`src/rtl/spi_adc_multi.sv`:
```
// rtl/spi_adc_multi.sv - multi-lane SPI ADC frame reader
//
// Drives one shared CS/SCLK pair and samples NUM_CH MISO lanes in parallel.
// Each frame: SETUP (CS low, SCLK idle) -> SHIFT (FRAME_BITS SCLK periods)
// -> HOLD -> GAP (CS high) -> IDLE, or straight back to SETUP if trigger
// is still high on the last GAP cycle.
//
// Ports:
//   clk, resetn      system clock, synchronous active-low reset
//   trigger          start request, level-sampled in IDLE / last GAP cycle
//   busy             high whenever the FSM is not IDLE
//   overrun          1-cycle pulse when trigger rises while busy (request dropped)
//   data             lane k at [k*DATA_BITS +: DATA_BITS]
//   data_valid       1-cycle pulse in the first GAP cycle, data updated with it
//   spi_miso         ADC DOUT lanes, sampled on the SCLK rising edge
//   spi_sclk         SPI clock, idles low
//   spi_cs_n         chip select, active low
//   sample_ts        (SPI_ADC_MULTI_TIMESTAMP_EN only) free-running clk count
//                    captured when CS falls, presented with data
//
// Optional feature macro: SPI_ADC_MULTI_TIMESTAMP_EN
module spi_adc_multi #(
  parameter int CLK_DIV     = 21,
  parameter int CS_SETUP    = 10,
  parameter int CS_HOLD     = 1,
  parameter int CS_IDLE_MIN = 5,
  parameter int FRAME_BITS  = 24,
  parameter int DATA_BITS   = 16,
  parameter int NUM_CH      = 2
) (
  input  logic                        clk,
  input  logic                        resetn,
  input  logic                        trigger,
  output logic                        busy,
  output logic                        overrun,
  output logic [NUM_CH*DATA_BITS-1:0] data,
  output logic                        data_valid,
  input  logic [NUM_CH-1:0]           spi_miso,
  output logic                        spi_sclk,
  output logic                        spi_cs_n
`ifdef SPI_ADC_MULTI_TIMESTAMP_EN
  ,
  output logic [31:0]                 sample_ts
`endif
);

  // SCLK low for the first ceil(CLK_DIV/2) cycles of each bit period.
  localparam int LOW_CYC = (CLK_DIV + 1) / 2;
  localparam int PH_MAX  = (CS_SETUP > CS_HOLD) ?
                           ((CS_SETUP > CS_IDLE_MIN) ? CS_SETUP : CS_IDLE_MIN) :
                           ((CS_HOLD > CS_IDLE_MIN) ? CS_HOLD : CS_IDLE_MIN);
  localparam int PW = $clog2(PH_MAX + 1);
  localparam int DW = $clog2(CLK_DIV);
  localparam int BW = (FRAME_BITS > 1) ? $clog2(FRAME_BITS) : 1;

  typedef enum logic [2:0] {
    S_IDLE,
    S_SETUP,
    S_SHIFT,
    S_HOLD,
    S_GAP
  } state_t;

  state_t state, state_nx;

  logic [PW-1:0]                ph_cnt;
  logic [DW-1:0]                div_cnt;
  logic [BW-1:0]                bit_cnt;
  logic [NUM_CH*DATA_BITS-1:0]  shreg, shreg_nx;
  logic                         trig_q;
  logic                         period_end;
  logic                         sclk_rise;
  logic                         start;
  logic                         frame_end;

  assign period_end = (state == S_SHIFT) && (div_cnt == DW'(CLK_DIV - 1));
  // The registered SCLK view goes high on the edge that takes div_cnt to LOW_CYC.
  assign sclk_rise  = (state == S_SHIFT) && (div_cnt == DW'(LOW_CYC - 1));
  assign start      = (state_nx == S_SETUP) && (state != S_SETUP);
  assign frame_end  = (state == S_HOLD) && (state_nx == S_GAP);

  always_ff @(posedge clk) begin
    if (!resetn) state <= S_IDLE;
    else         state <= state_nx;
  end

  always_comb begin
    state_nx = state;
    case (state)
      S_IDLE:  if (trigger) state_nx = S_SETUP;
      S_SETUP: if (ph_cnt == PW'(CS_SETUP - 1)) state_nx = S_SHIFT;
      S_SHIFT: if (period_end && (bit_cnt == BW'(FRAME_BITS - 1))) state_nx = S_HOLD;
      S_HOLD:  if (ph_cnt == PW'(CS_HOLD - 1)) state_nx = S_GAP;
      S_GAP:   if (ph_cnt == PW'(CS_IDLE_MIN - 1)) state_nx = trigger ? S_SETUP : S_IDLE;
      default: state_nx = S_IDLE;
    endcase
  end

  // Only the last DATA_BITS bits of the frame reach the lane registers, so
  // each frame fully replaces the previous contents without a clear.
  always_comb begin
    shreg_nx = shreg;
    for (int k = 0; k < NUM_CH; k++) begin
      shreg_nx[k*DATA_BITS +: DATA_BITS] =
        (shreg[k*DATA_BITS +: DATA_BITS] << 1) | DATA_BITS'(spi_miso[k]);
    end
  end

  always_ff @(posedge clk) begin
    if (!resetn) begin
      ph_cnt     <= '0;
      div_cnt    <= '0;
      bit_cnt    <= '0;
      shreg      <= '0;
      data       <= '0;
      data_valid <= 1'b0;
      overrun    <= 1'b0;
      trig_q     <= 1'b0;
    end else begin
      trig_q <= trigger;

      if (state_nx != state)
        ph_cnt <= '0;
      else if (state == S_SETUP || state == S_HOLD || state == S_GAP)
        ph_cnt <= ph_cnt + 1'b1;

      if (state == S_SHIFT)
        div_cnt <= period_end ? '0 : div_cnt + 1'b1;
      else
        div_cnt <= '0;

      if (state != S_SHIFT)
        bit_cnt <= '0;
      else if (period_end)
        bit_cnt <= (bit_cnt == BW'(FRAME_BITS - 1)) ? '0 : bit_cnt + 1'b1;

      if (sclk_rise && (bit_cnt >= BW'(FRAME_BITS - DATA_BITS)))
        shreg <= shreg_nx;

      data_valid <= frame_end;
      if (frame_end)
        data <= shreg;

      // A rise that is accepted as a new frame start is not an overrun.
      overrun <= trigger && !trig_q && (state != S_IDLE) && !start;
    end
  end

  assign busy     = (state != S_IDLE);
  assign spi_cs_n = !(state == S_SETUP || state == S_SHIFT || state == S_HOLD);
  assign spi_sclk = (state == S_SHIFT) && (div_cnt >= DW'(LOW_CYC));

`ifdef SPI_ADC_MULTI_TIMESTAMP_EN
  logic [31:0] ts_cnt;
  logic [31:0] ts_lat;

  always_ff @(posedge clk) begin
    if (!resetn) begin
      ts_cnt    <= '0;
      ts_lat    <= '0;
      sample_ts <= '0;
    end else begin
      ts_cnt <= ts_cnt + 32'd1;
      if (start)
        ts_lat <= ts_cnt;
      if (frame_end)
        sample_ts <= ts_lat;
    end
  end
`endif

endmodule
```
`config.mk`:
```
export PLATFORM = sky130hd
export DESIGN_NAME = spi_adc_multi
export DESIGN_NICKNAME = d
export VERILOG_FILES = /design/src/rtl/spi_adc_multi.sv
export SDC_FILE = /design/constraint.sdc
export NUM_CORES = 1
export LEC_CHECK = 0
export ABC_AREA = 1
export BUFFER_PORTS_ARGS = -buffer_cell sky130_fd_sc_hd__buf_2
export CORE_MARGIN = 5
export CORE_UTILIZATION = 35
export CTS_CLUSTER_DIAMETER = 150
export CTS_CLUSTER_SIZE = 14
export DETAILED_ROUTE_END_ITERATION = 12
export HOLD_SLACK_MARGIN = 0.1
export PLACE_DENSITY = 0.62
export RECOVER_POWER = 25
export SYNTH_ARGS = -nofsm -noshare
export SYNTH_HDL_FRONTEND = slang
export SYNTH_SLANG_ARGS = --single-unit
export TNS_END_PERCENT = 1
```
`constraint.sdc`:
```
create_clock -name clk -period 1.98 [get_ports clk]
set_input_delay 0.099 -clock clk [delete_from_list [all_inputs] [get_ports clk]]
set_output_delay 0.099 -clock clk [all_outputs]
set_load 0.01 [all_outputs]
```
# After elaboration in Yosys (flattened, before gate mapping)
# Index checks and enable logic that the tools add are counted.
[totals]
output_inout_bits = 37
inputBits = 5
reg_bits = 84
word_cells = 63
[classes]
bitwise_logic = 4
magnitude_cmp = 2
addsub = 3
n_eq_ne = 14
reduce_logical = 23
mux = 8
[op_table]
columns = ["operator", "count"]
rows = [
  ["$or 16x1->16", 2],
  ["$mux 3", 5],
  ["$pmux 3 s5", 1],
  ["$add 5x1->5 const B", 2],
  ["$eq 5x5->1 const B", 2],
  ["$ge 5x4->1 const B", 2],
  ["$logic_and 1x1->1", 10],
  ["$eq 3x1->1 const B", 2],
  ["$eq 3x2->1 const B", 2],
  ["$eq 3x3->1 const B", 2],
  ["$eq 5x4->1 const B", 1],
  ["$mux 5", 1],
  ["$add 4x1->4 const B", 1],
  ["$eq 4x3->1 const B", 1],
  ["$eq 4x4->1 const B", 1],
  ["$logic_not 4->1", 1],
  ["$logic_or 1x1->1", 4],
  ["$reduce_or 2->1", 2],
  ["$logic_not 1->1", 3],
  ["$logic_not 3->1", 1],
  ["$ne 3x1->1 const B", 1],
  ["$ne 3x2->1 const B", 1],
  ["$ne 3x3->1", 1],
  ["$reduce_bool 3->1", 1],
  ["other kinds (3)", 4],
]

# Logic depth before layout (Yosys ltp)
# Gate-level depths: netlist of the first run.
[logic_depth]
depth_word = 9
depth_mapped = 9
ltp_nobuf = 9

# Worst setup path before layout of the first run
# OpenSTA, ideal clock, no wires.
[synth_timing]
path_kind = "flip-flop to flip-flop"
from = "reg div_cnt[0]"
to = "reg shreg[10]"
setup_time_ns = 0.119
slack_ns = 0.590
n_path_buf = 1
path_stages_with_launch = 7
arrival_ns = 1.270
required_ns = 1.861
synth_period_minus_slack_ns = 1.390
path_cell_list = "dfxtp_1 inv_1 ha_1 nand4_1 nor3_4 buf_2 a21oi_1"
[synth_via]
elab_chain_len = 3
[synth_rtl]
columns = ["element", "line_no", "text"]
rows = [
  ["start: declaration", "67", "logic [DW-1:0] div_cnt;"],
  ["start signal: assignment", "128", "div_cnt <= period_end ? '0 : div_cnt + 1'b1;"],
  ["$eq 5x4->1", "78", "assign sclk_rise = (state == S_SHIFT) && (div_cnt == DW'(LOW_CYC - 1));"],
  ["$logic_and 1x1->1", "78", ""],
  ["$logic_and 1x1->1", "137", "if (sclk_rise && (bit_cnt >= BW'(FRAME_BITS - DATA_BITS)))"],
  ["end signal: assignment", "138", "shreg <= shreg_nx;"],
  ["end: declaration", "69", "logic [NUM_CH*DATA_BITS-1:0] shreg, shreg_nx;"],
]
# No other way between the ends.
# A chain may end at the register's enable or synchronous reset.

# Worst setup path after layout of the first run
[layout_timing]
from = "reg div_cnt[0]"
to = "out spi_sclk"
[layout_via]
elab_chain_len = 2
[layout_rtl]
columns = ["element", "line_no", "text"]
rows = [
  ["$ge 5x4->1", "151", "assign spi_sclk = (state == S_SHIFT) && (div_cnt >= DW'(LOW_CYC));"],
  ["$logic_and 1x1->1", "151", ""],
  ["end: declaration", "39", "output logic spi_sclk,"],
]
# No other way between the ends.

==> flow_summary.toml, run 1 <==
[synthesis]
synth.cell_area_mm2 = 0.00322
synth_top_cell_area_share_pct = 52.2
synthCells = 400
synth_cell_types = 26
syn_warnings = 0
synth.largest_area_cell = "dfxtp_1"
synth-simple-area-share_pct = 12.0
yosys.area_share.adder_pct = 2.72
synth_seq_area_share_pct = 52.2
synth_nets = 412
synth.avg_cell_area_um2 = 8.06
synth_top_cells_by_area = "dfxtp_1, a21oi_1, inv_1"
main_combinational_cell_family_by_area_after_synthesis = "compound AO/OA/AOI/OAI gates"
synth-compound-area-share_pct = 22.0
synth.ff_latch_count = 84
synth_xor_area_share_pct = 1.09
muxShareOfSynthArea_pct = 0

[clock_tree]
htree_levels = 3
clk_latency_ps = 340
tritoncts = "built"
cts.reportedPaths.clkPinSlew_ps = 80
ctsRootBufferMaster = "clkbuf_8"
clock_tree.buffer_depth = 2
numCtsBuffers = 9
clock_sinks = 84

[cells_and_area]
nFillCells = 929
multi_input_area_mm2 = 0.00122
finalNetCount = 452
final_cell_mix = "dfxtp_1, a21oi_1, inv_1"
num_antenna_cells = 0
register_area_mm2 = 0.00168
final_common_cell = "dfxtp_1"
layout_cell_share_with_drive_strength_beyond_1_pct = 8.31
syn_to_final_growth_pct = 15.3

[floorplan]
row_count = 35
core_area_mm2 = 0.00911
io-pin-count = 42
initial_core_util_pct = 35.4
chipHeight_um = 106
die-area_mm2 = 0.0112
dieWidth_um = 106

[timing]
timing.slew.headroom_pct = 64.5
hold_slack_ps = 135
rsz_0062_raised_after_global_routing = "no"
setup_viol = 0
timing.final.max_slew_violations = 0
post_route_setup_tns_ps = 0
fin_skew_ps = 8.10
period_share_pct = 78.1
fmaxAchievable_ghz = 0.647
timing.final.hold_violations = 0
post_route_minimum_period_ps = 1550
tightest_pin_transition_ps = 532

[critical_path]
critical_path.cell_chain = "ha_1 -> o31ai_1 -> a21oi_1 -> buf_2"
rr_startpoint = "div_cnt[0]$_SDFF_PP0_"
timing.critical_path.slowest_stage_cell = "dfxtp_1"
cpPeakStageDelay_ps = 340
cp_max_fo = 5
cpLargestDelayFamily = "compound AO/OA/AOI/OAI gates"
worst_endpoint_data_arrival_time_ps = 1450
crit_required_ps = 1880
reg2reg_depth = 7
critPathLaunch = "div_cnt[0]$_SDFF_PP0_"
r2r-end = "shreg[21]$_SDFFE_PN0P_"
worst-r2r-setup-slack_ps = 450
critical_path.startpoint_type = "flip-flop"
critical_path_depth = 4
timing.critical_path.to = "spi_sclk"
worst_path_buffer_plus_inverter_count = 1
critical_path.endpoint_type = "primary output"
crit_type = "reg -> out"

[outcome]
outcome = "completed"

[routing]
first_iter_violations = 180
wire_per_inst_um = 11.0
dr_vias_cell = 4.69
detail_route.first_pass.iterations = 4
post-route-drc-count = 0
finalWirelength_um = 6140
via_count = 2606
number_of_nets_with_antenna_violations_after_detailed_routing = 0

[grt]
first_global_vias = 2444
grt_pass1_wl_um = 10600
grt_util_all_layers_pct = 11.4
grt_start_max_net_pins = 65
antenna_found_initial = 0
grt_overflow = 0

[place]
place_hpwl_um = 4040
io_buffer_count = 41
place.gp.congestion = 0.742

[flow_run]
cap_violations = 0

[worst_hold_path]
min_from = "resetn"
hold_path.class = "in -> reg"

[pwr]
power_per_cell_area_mw_per_mm2 = 801
worst_vdd_drop_v = 0.000477
p_leak_nw = 1.43
-- cells in the mapped netlist --
master    number
o21ai_0       39
o21bai_1       1
o22ai_1        1
buf_2          3
ha_1           7
dfxtp_1       84
o31ai_1        1
nand2_1       33
o21ai_1       28
nor3b_1        2
nor2_1        25
nor3_1         6
nor2_4         1
a31oi_1        1
nand4_1        2
a21oi_1       69
inv_1         58
or2_2          1
nor3_4         1
buf_6          3
xor2_1         4
nor4_1         1
nand3_1       12
inv_2          3
clkbuf_1      13
nand3_2        1
-- what timing repair did --
item / 4_1_cts / 5_1_grt
hold endpoints to repair: 4 / 0
resized for setup: 0 / 0
hold buffers: 4 / 0
setup buffers: 0 / 0
-- power breakdown --
part	internal (mW)	leakage, nW	switching [mW]
logic	0.0294	0.657	0.0538
registers	1.69	0.677	0.00498
clock network	0.589	0.100	0.609
-- metal layers --
layer	track usage (%)	routed length, µm	vias to the layer above
met5	0	0	-
met4	3.05	44	0
met3	3.95	298	5
met2	18.7	2730	50
met1	14.3	3070	1161
li1	-	-	1390
-- kinds of logic after synthesis --
family | count (synthesis)
flops | 84
buf+inv | 80
fa+ha+maj | 7
compound gates | 140
xor+xnor | 4
simple gates | 85
-- worst min-delay path by stage --
stage / cells after the start / slack (ps) / endpoint
finish: 3 / 130 / state[0]$_SDFF_PN0_
floorplan: 2 / 210 / trig_q$_SDFF_PN0_
global placement: 3 / 320 / trig_q$_SDFF_PN0_
global route: 3 / 150 / state[2]$_SDFF_PN0_
CTS: 3 / 110 / data_valid$_SDFF_PN0_
detailed placement: 3 / 320 / trig_q$_SDFF_PN0_
-- stage by stage --
stage               setup WS (ps)  instance area, µm²  instances  utilization [%]  power [mW]
floorplan                     590                3220        400                -        1.79
global placement              507                3520        536             38.6        1.81
detailed placement            463                3520        536             38.6        1.81
CTS                           440                3760        556             41.2        3.03
global route                  247                3720        556             40.8        3.13
finish                        434                3720        556             40.8        2.98
-- flip-flops by register name, indices dropped and copies added, names as in the netlist --
signal and flops:
data_valid 1, trig_q 1, ph_cnt 4, bit_cnt 5, overrun 1, state 3, shreg 32, data 32
div_cnt 5
-- cell type report --
cell class / instances / area share (%)
flip-flops and latches: 84 / 45.2
multi-input cells: 236 / 32.7
repair buffers: 48 / 6.86
inverters: 61 / 6.16
well taps: 111 / 3.73
clock buffers: 9 / 3.33
clock inverters: 7 / 1.99
-- worst register-to-register path, cell delays in order, from the launching register on --
cell	delay, ps
dfxtp_1	340
inv_1	100
ha_1	150
nand4_1	150
nor3_4	180
buf_12	270
o21ai_1	140
a21oi_1	150
No activity file was read; power rests on OpenSTA's default activity.
==> inputs of run 2 (changes only) <==
Settings changed: PLACE_DENSITY 0.62 to 0.64.
Clock period 1.98 ns to 1.4 ns, I/O delays scaled along.
==> run 2 against run 1 <==
Effect of this change: the flow now finishes with violations (setup timing); final cell count rose by 5.6%; sequential power rose by 41%; die area did not move; first-iteration DRC count fell by 33%; count of clock-buffer cells in the layout rose by 1; utilization rose by 7.0 points; setup slack got worse by 540 ps; hold slack improved by 270 ps; wire length rose by 28%; global-route usage rose by 1.3 points; largest power group unchanged; combinational power rose by 73%.
==> flow_summary.toml, run 2 (synthesized netlist as in run 1, its figures left out) <==
[place]
io_buffer_count = 41
place.gp.congestion = 0.832
dpl_ws_ps = -82.3
place_hpwl_um = 4280

[cells_and_area]
largest_registers = "data (32), shreg (32)"
final_common_cell = "dfxtp_1"
nFillCells = 853
postLayoutCoreUtil_pct = 47.8
final_cell_mix = "dfxtp_1, a21oi_1, inv_1"
num_antenna_cells = 0
register_area_mm2 = 0.00169
layout_cell_share_with_drive_strength_beyond_1_pct = 25.8
syn_to_final_growth_pct = 35.0
multi_input_area_mm2 = 0.00136
finalNetCount = 483

[timing]
post_route_setup_tns_ps = -2700
tightest_pin_transition_ps = 283
fmaxAchievable_ghz = 0.665
fin_skew_ps = 5.75
timing.slew.headroom_pct = 81.1
timing.final.hold_violations = 0
hold_slack_ps = 407
setup_viol = 43
period_share_pct = 107
post_route_minimum_period_ps = 1500
rsz_0062_raised_after_global_routing = "yes"
worst_slack_ps = -104
timing.final.max_slew_violations = 0

[critical_path]
reg2reg_depth = 7
timing.critical_path.slowest_stage_cell = "dfxtp_2"
cpLargestDelayFamily = "buffers and inverters"
worst_endpoint_data_arrival_time_ps = 1750
crit_required_ps = 1640
critical_path.startpoint_type = "flip-flop"
cp_common_cell = "buf_12"
cpPeakStageDelay_ps = 390
critical_path.endpoint_type = "flip-flop"
crit_type = "reg -> reg"
worst_path_buffer_plus_inverter_count = 4
critical_path.cell_chain = "inv_1 -> nand4_1 -> nor3_4 -> buf_12 -> buf_12 -> clkbuf_16 -> a21oi_1"
critical_path_depth = 7
cp_max_fo = 7

[clock_tree]
tritoncts = "built"
clock_tree.buffer_depth = 2
clock_sinks = 84
cts.reportedPaths.clkPinSlew_ps = 90
ctsRootBufferMaster = "clkbuf_8"
htree_levels = 3
numCtsBuffers = 9
clk_latency_ps = 350

[grt]
grt_pass1_wl_um = 11700
first_global_vias = 2643
grt_util_all_layers_pct = 12.7
antenna_found_initial = 0
grt_start_max_net_pins = 66
grt_overflow = 0

[worst_hold_path]
hold_path.class = "reg -> reg"
min_delay_path_depth = 1

[routing]
dr_vias_cell = 4.87
number_of_nets_with_antenna_violations_after_detailed_routing = 0
post-route-drc-count = 0
wire_per_inst_um = 13.4
finalWirelength_um = 7880
routed-wl-met3_um = 326
maxUsedRoutingLayer = "met4"
detail_route.first_pass.iterations = 4
detail_route.wirelength.met1_um = 3720
via_count = 2857
wl_met2_um = 3740
first_iter_violations = 120

[pwr]
switching_power_mw = 1.01
p_leak_nw = 1.74
design_power_total_mw = 4.18
intPower_mw = 3.16
seqPwrFrac_pct = 57.5
power_per_cell_area_mw_per_mm2 = 960
power.switching_fraction_pct = 24.3
comb_power_share_pct = 3.5
proportion_of_power_drawn_by_the_clock_network_pct = 39.0
worst_vdd_drop_v = 0.000634

[floorplan]
row_count = 35
core_area_mm2 = 0.00911
initial_core_util_pct = 35.4
io-pin-count = 42
dieWidth_um = 106
chipHeight_um = 106
die-area_mm2 = 0.0112

[outcome]
failed_checks = "setup timing"
outcome = "finished with violations"

[flow_run]
cap_violations = 0
run 2: metrics by stage:
stage               area [µm²]  cells
global route              4350    587
floorplan                 3220    400
CTS                       4070    579
global placement          3660    552
detailed placement        3660    552
finish                    4350    587
run 2: power by group through the flow:
stage / combinational (mW) / sequential, mW / clock (mW)
finish: 0.144 / 2.40 / 1.63
global route: 0.160 / 2.41 / 1.79
CTS: 0.133 / 2.40 / 1.68
detailed placement: 0.122 / 2.46 / 0
global placement: 0.121 / 2.46 / 0
floorplan: 0.0799 / 2.46 / 0
run 2: area by class of cell:
class | instances | area share, %
clock inverter | 6 | 1.06
clock buffer | 10 | 3.16
sequential | 84 | 38.8
timing repair buffer | 79 | 17.2
tap | 111 | 3.19
inverter | 61 | 5.26
multi-input combinational | 236 | 31.3
run 2: path summary, 6_finish.rpt:
path,end,slack [ps],from
max,shreg[14]$_SDFFE_PN0P_,-100,div_cnt[2]$_SDFF_PP0_
min,overrun$_SDFF_PN0_,410,trig_q$_SDFF_PN0_
max reg2reg,shreg[14]$_SDFFE_PN0P_,-100,div_cnt[2]$_SDFF_PP0_
min reg2reg,overrun$_SDFF_PN0_,410,trig_q$_SDFF_PN0_
run 2: repair_timing:
| item | in CTS | in global routing |
|---|---|---|
| hold buffers | 4 | 0 |
| endpoints found under the hold margin | 6 | 0 |
| resized for setup | 17 | 39 |
| pin swaps | 7 | 8 |
| cloned | 3 | 7 |
| setup endpoints to repair | 70 | 81 |
| buffers inserted | 4 | 1 |
run 2: routing by layer:
metal / vias up / track usage (%)
li1: 1455 / -
met1: 1328 / 15.8
met2: 67 / 20.9
met3: 7 / 4.31
met4: 0 / 3.33
met5: - / 0
==> inputs of run 3 (changes only) <==
Settings changed: CORE_MARGIN 5 to unset, SETUP_SLACK_MARGIN set to 0.05.
==> run 3 against run 2 <==
Effect of this change: the flow finishes with violations (DRC, setup timing); fmax decreased by 1.5%; utilization decreased by 0.36 points; clock power increased by 7%; die area decreased by 15%; wire length decreased by 6.4%; non-clock buffer count decreased by 8; first-iteration DRC count increased by 17%; sequential power about the same; combinational power about the same; critical path depth increased by 1; largest cell class unchanged.
==> flow_summary.toml, run 3 (synthesized netlist as in run 1, its figures left out) <==
[critical_path]
worst_endpoint_data_arrival_time_ps = 1770
critical_path.startpoint_type = "flip-flop"
crit_type = "reg -> reg"
critical_path.endpoint_type = "flip-flop"
crit_required_ps = 1640
cp_max_fo = 8

[place]
placed_cells = 546
io_buffer_count = 41
place_hpwl_um = 4230
place.gp.congestion = 0.818
dpl_ws_ps = -64.6

[clock_tree]
htree_levels = 3
ctsRootBufferMaster = "clkbuf_8"
cts.reportedPaths.clkPinSlew_ps = 90
numCtsBuffers = 9
clk_latency_ps = 350
tritoncts = "built"
clock_tree.buffer_depth = 2
clock_sinks = 84

[floorplan]
dieWidth_um = 98.0
io-pin-count = 42
chipHeight_um = 98.0
initial_core_util_pct = 36.6
die-area_mm2 = 0.00960
core_area_mm2 = 0.00881
row_count = 34

[grt]
antenna_found_initial = 0
grt_overflow = 0
grt_pass1_wl_um = 11500
first_global_vias = 2631
grt_util_all_layers_pct = 14.8
grt_start_max_net_pins = 66

[routing]
finalWirelength_um = 7370
post-route-drc-count = 1
via_count = 2833
first_iter_violations = 140
detail_route.first_pass.iterations = 10
dr_vias_cell = 4.92
wire_per_inst_um = 12.8
number_of_nets_with_antenna_violations_after_detailed_routing = 0

[flow_run]
cap_violations = 0

[timing]
worst_slack_ps = -127
rsz_0062_raised_after_global_routing = "yes"
period_share_pct = 109
timing.final.hold_violations = 0
setup_viol = 39
fin_skew_ps = 8.82
hold_slack_ps = 396
tightest_pin_transition_ps = 406
timing.final.max_slew_violations = 0
timing.slew.headroom_pct = 72.8
post_route_minimum_period_ps = 1530
fmaxAchievable_ghz = 0.655

[pwr]
p_leak_nw = 1.68
worst_vdd_drop_v = 0.000625
design_power_total_mw = 4.30
power_per_cell_area_mw_per_mm2 = 1030

[cells_and_area]
layout_cell_share_with_drive_strength_beyond_1_pct = 24.6
postLayoutCoreUtil_pct = 47.4
finalNetCount = 475
final_cells = 576
num_antenna_cells = 0
final_common_cell = "dfxtp_1"
largest_registers = "data (32), shreg (32)"
syn_to_final_growth_pct = 29.5
final_cell_mix = "dfxtp_1, a21oi_1, inv_1"

[outcome]
failed_checks = "DRC, setup timing"
outcome = "finished with violations"

[worst_hold_path]
hold_path.class = "reg -> reg"
[run 3: cell count changes in the layout (fill, tap and decap cells not counted), sizes merged]
cell	before	now
clkinv	1	2
clkinvlp	2	1
bufinv	0	1
clkbuf	25	21
buf	60	55
[run 3: final timing paths]
| kind | startpoint | cells past startpoint | slack (ps) | end |
|---|---|---|---|---|
| setup / recovery | div_cnt[1]$_SDFF_PP0_ | 8 | -130 | shreg[13]$_SDFFE_PN0P_ |
| setup reg to reg | div_cnt[1]$_SDFF_PP0_ | 8 | -130 | shreg[13]$_SDFFE_PN0P_ |
| hold reg to reg | trig_q$_SDFF_PN0_ | 1 | 400 | overrun$_SDFF_PN0_ |
| hold / removal | trig_q$_SDFF_PN0_ | 1 | 400 | overrun$_SDFF_PN0_ |
[run 3: per-stage QoR]
stage	setup TNS (ps)	area, µm²
5_1_grt	-9980	4180
3_3_place_gp	-8.54	3620
2_1_floorplan	0	3220
4_1_cts	-1480	3950
6_report	-3880	4180
3_5_place_dp	-739	3620
[run 3: report_power, final]
group | internal [mW] | switching (mW) | leakage, nW
Sequential | 2.40 | 0.00771 | 0.680
Clock | 0.837 | 0.915 | 0.100
Combinational | 0.0579 | 0.0869 | 0.898
Total | 3.29 | 1.01 | 1.68
[run 3: repair_timing]
item,in CTS,in global routing
gates resized for setup,26,41
setup buffers,2,3
pin swaps,8,11
endpoints found under the setup margin,80,84
hold buffers,4,0
hold endpoints to repair,5,0
gates cloned,0,5
[run 3: cell type report]
class,count,area [µm²]
fill,838,4630
clock inverter,7,73.8
inverter,61,231
tap,108,135
clock buffer,9,124
sequential,84,1690
multi-input combinational,236,1360
timing repair buffer,71,562
[run 3: routing by layer]
| layer | vias up | GRT usage (%) | share of wire (%) | wire length [µm] |
|---|---|---|---|---|
| met3 | 10 | 4.80 | 4.2 | 306 |
| li1 | 1436 | - | - | - |
| met4 | 0 | 4.90 | 1.2 | 89 |
| met1 | 1322 | 18.3 | 47 | 3430 |
| met5 | - | 0 | 0 | 0 |
| met2 | 65 | 24.2 | 48 | 3540 |
[run 3: worst max-delay path, stage by stage (launching register included)]
cell     delay, ps
dfxtp_2        350
buf_6          110
ha_4           110
nand4_1        120
nor3_4         250
buf_6          140
buf_6          120
buf_6          140
a21oi_1         80
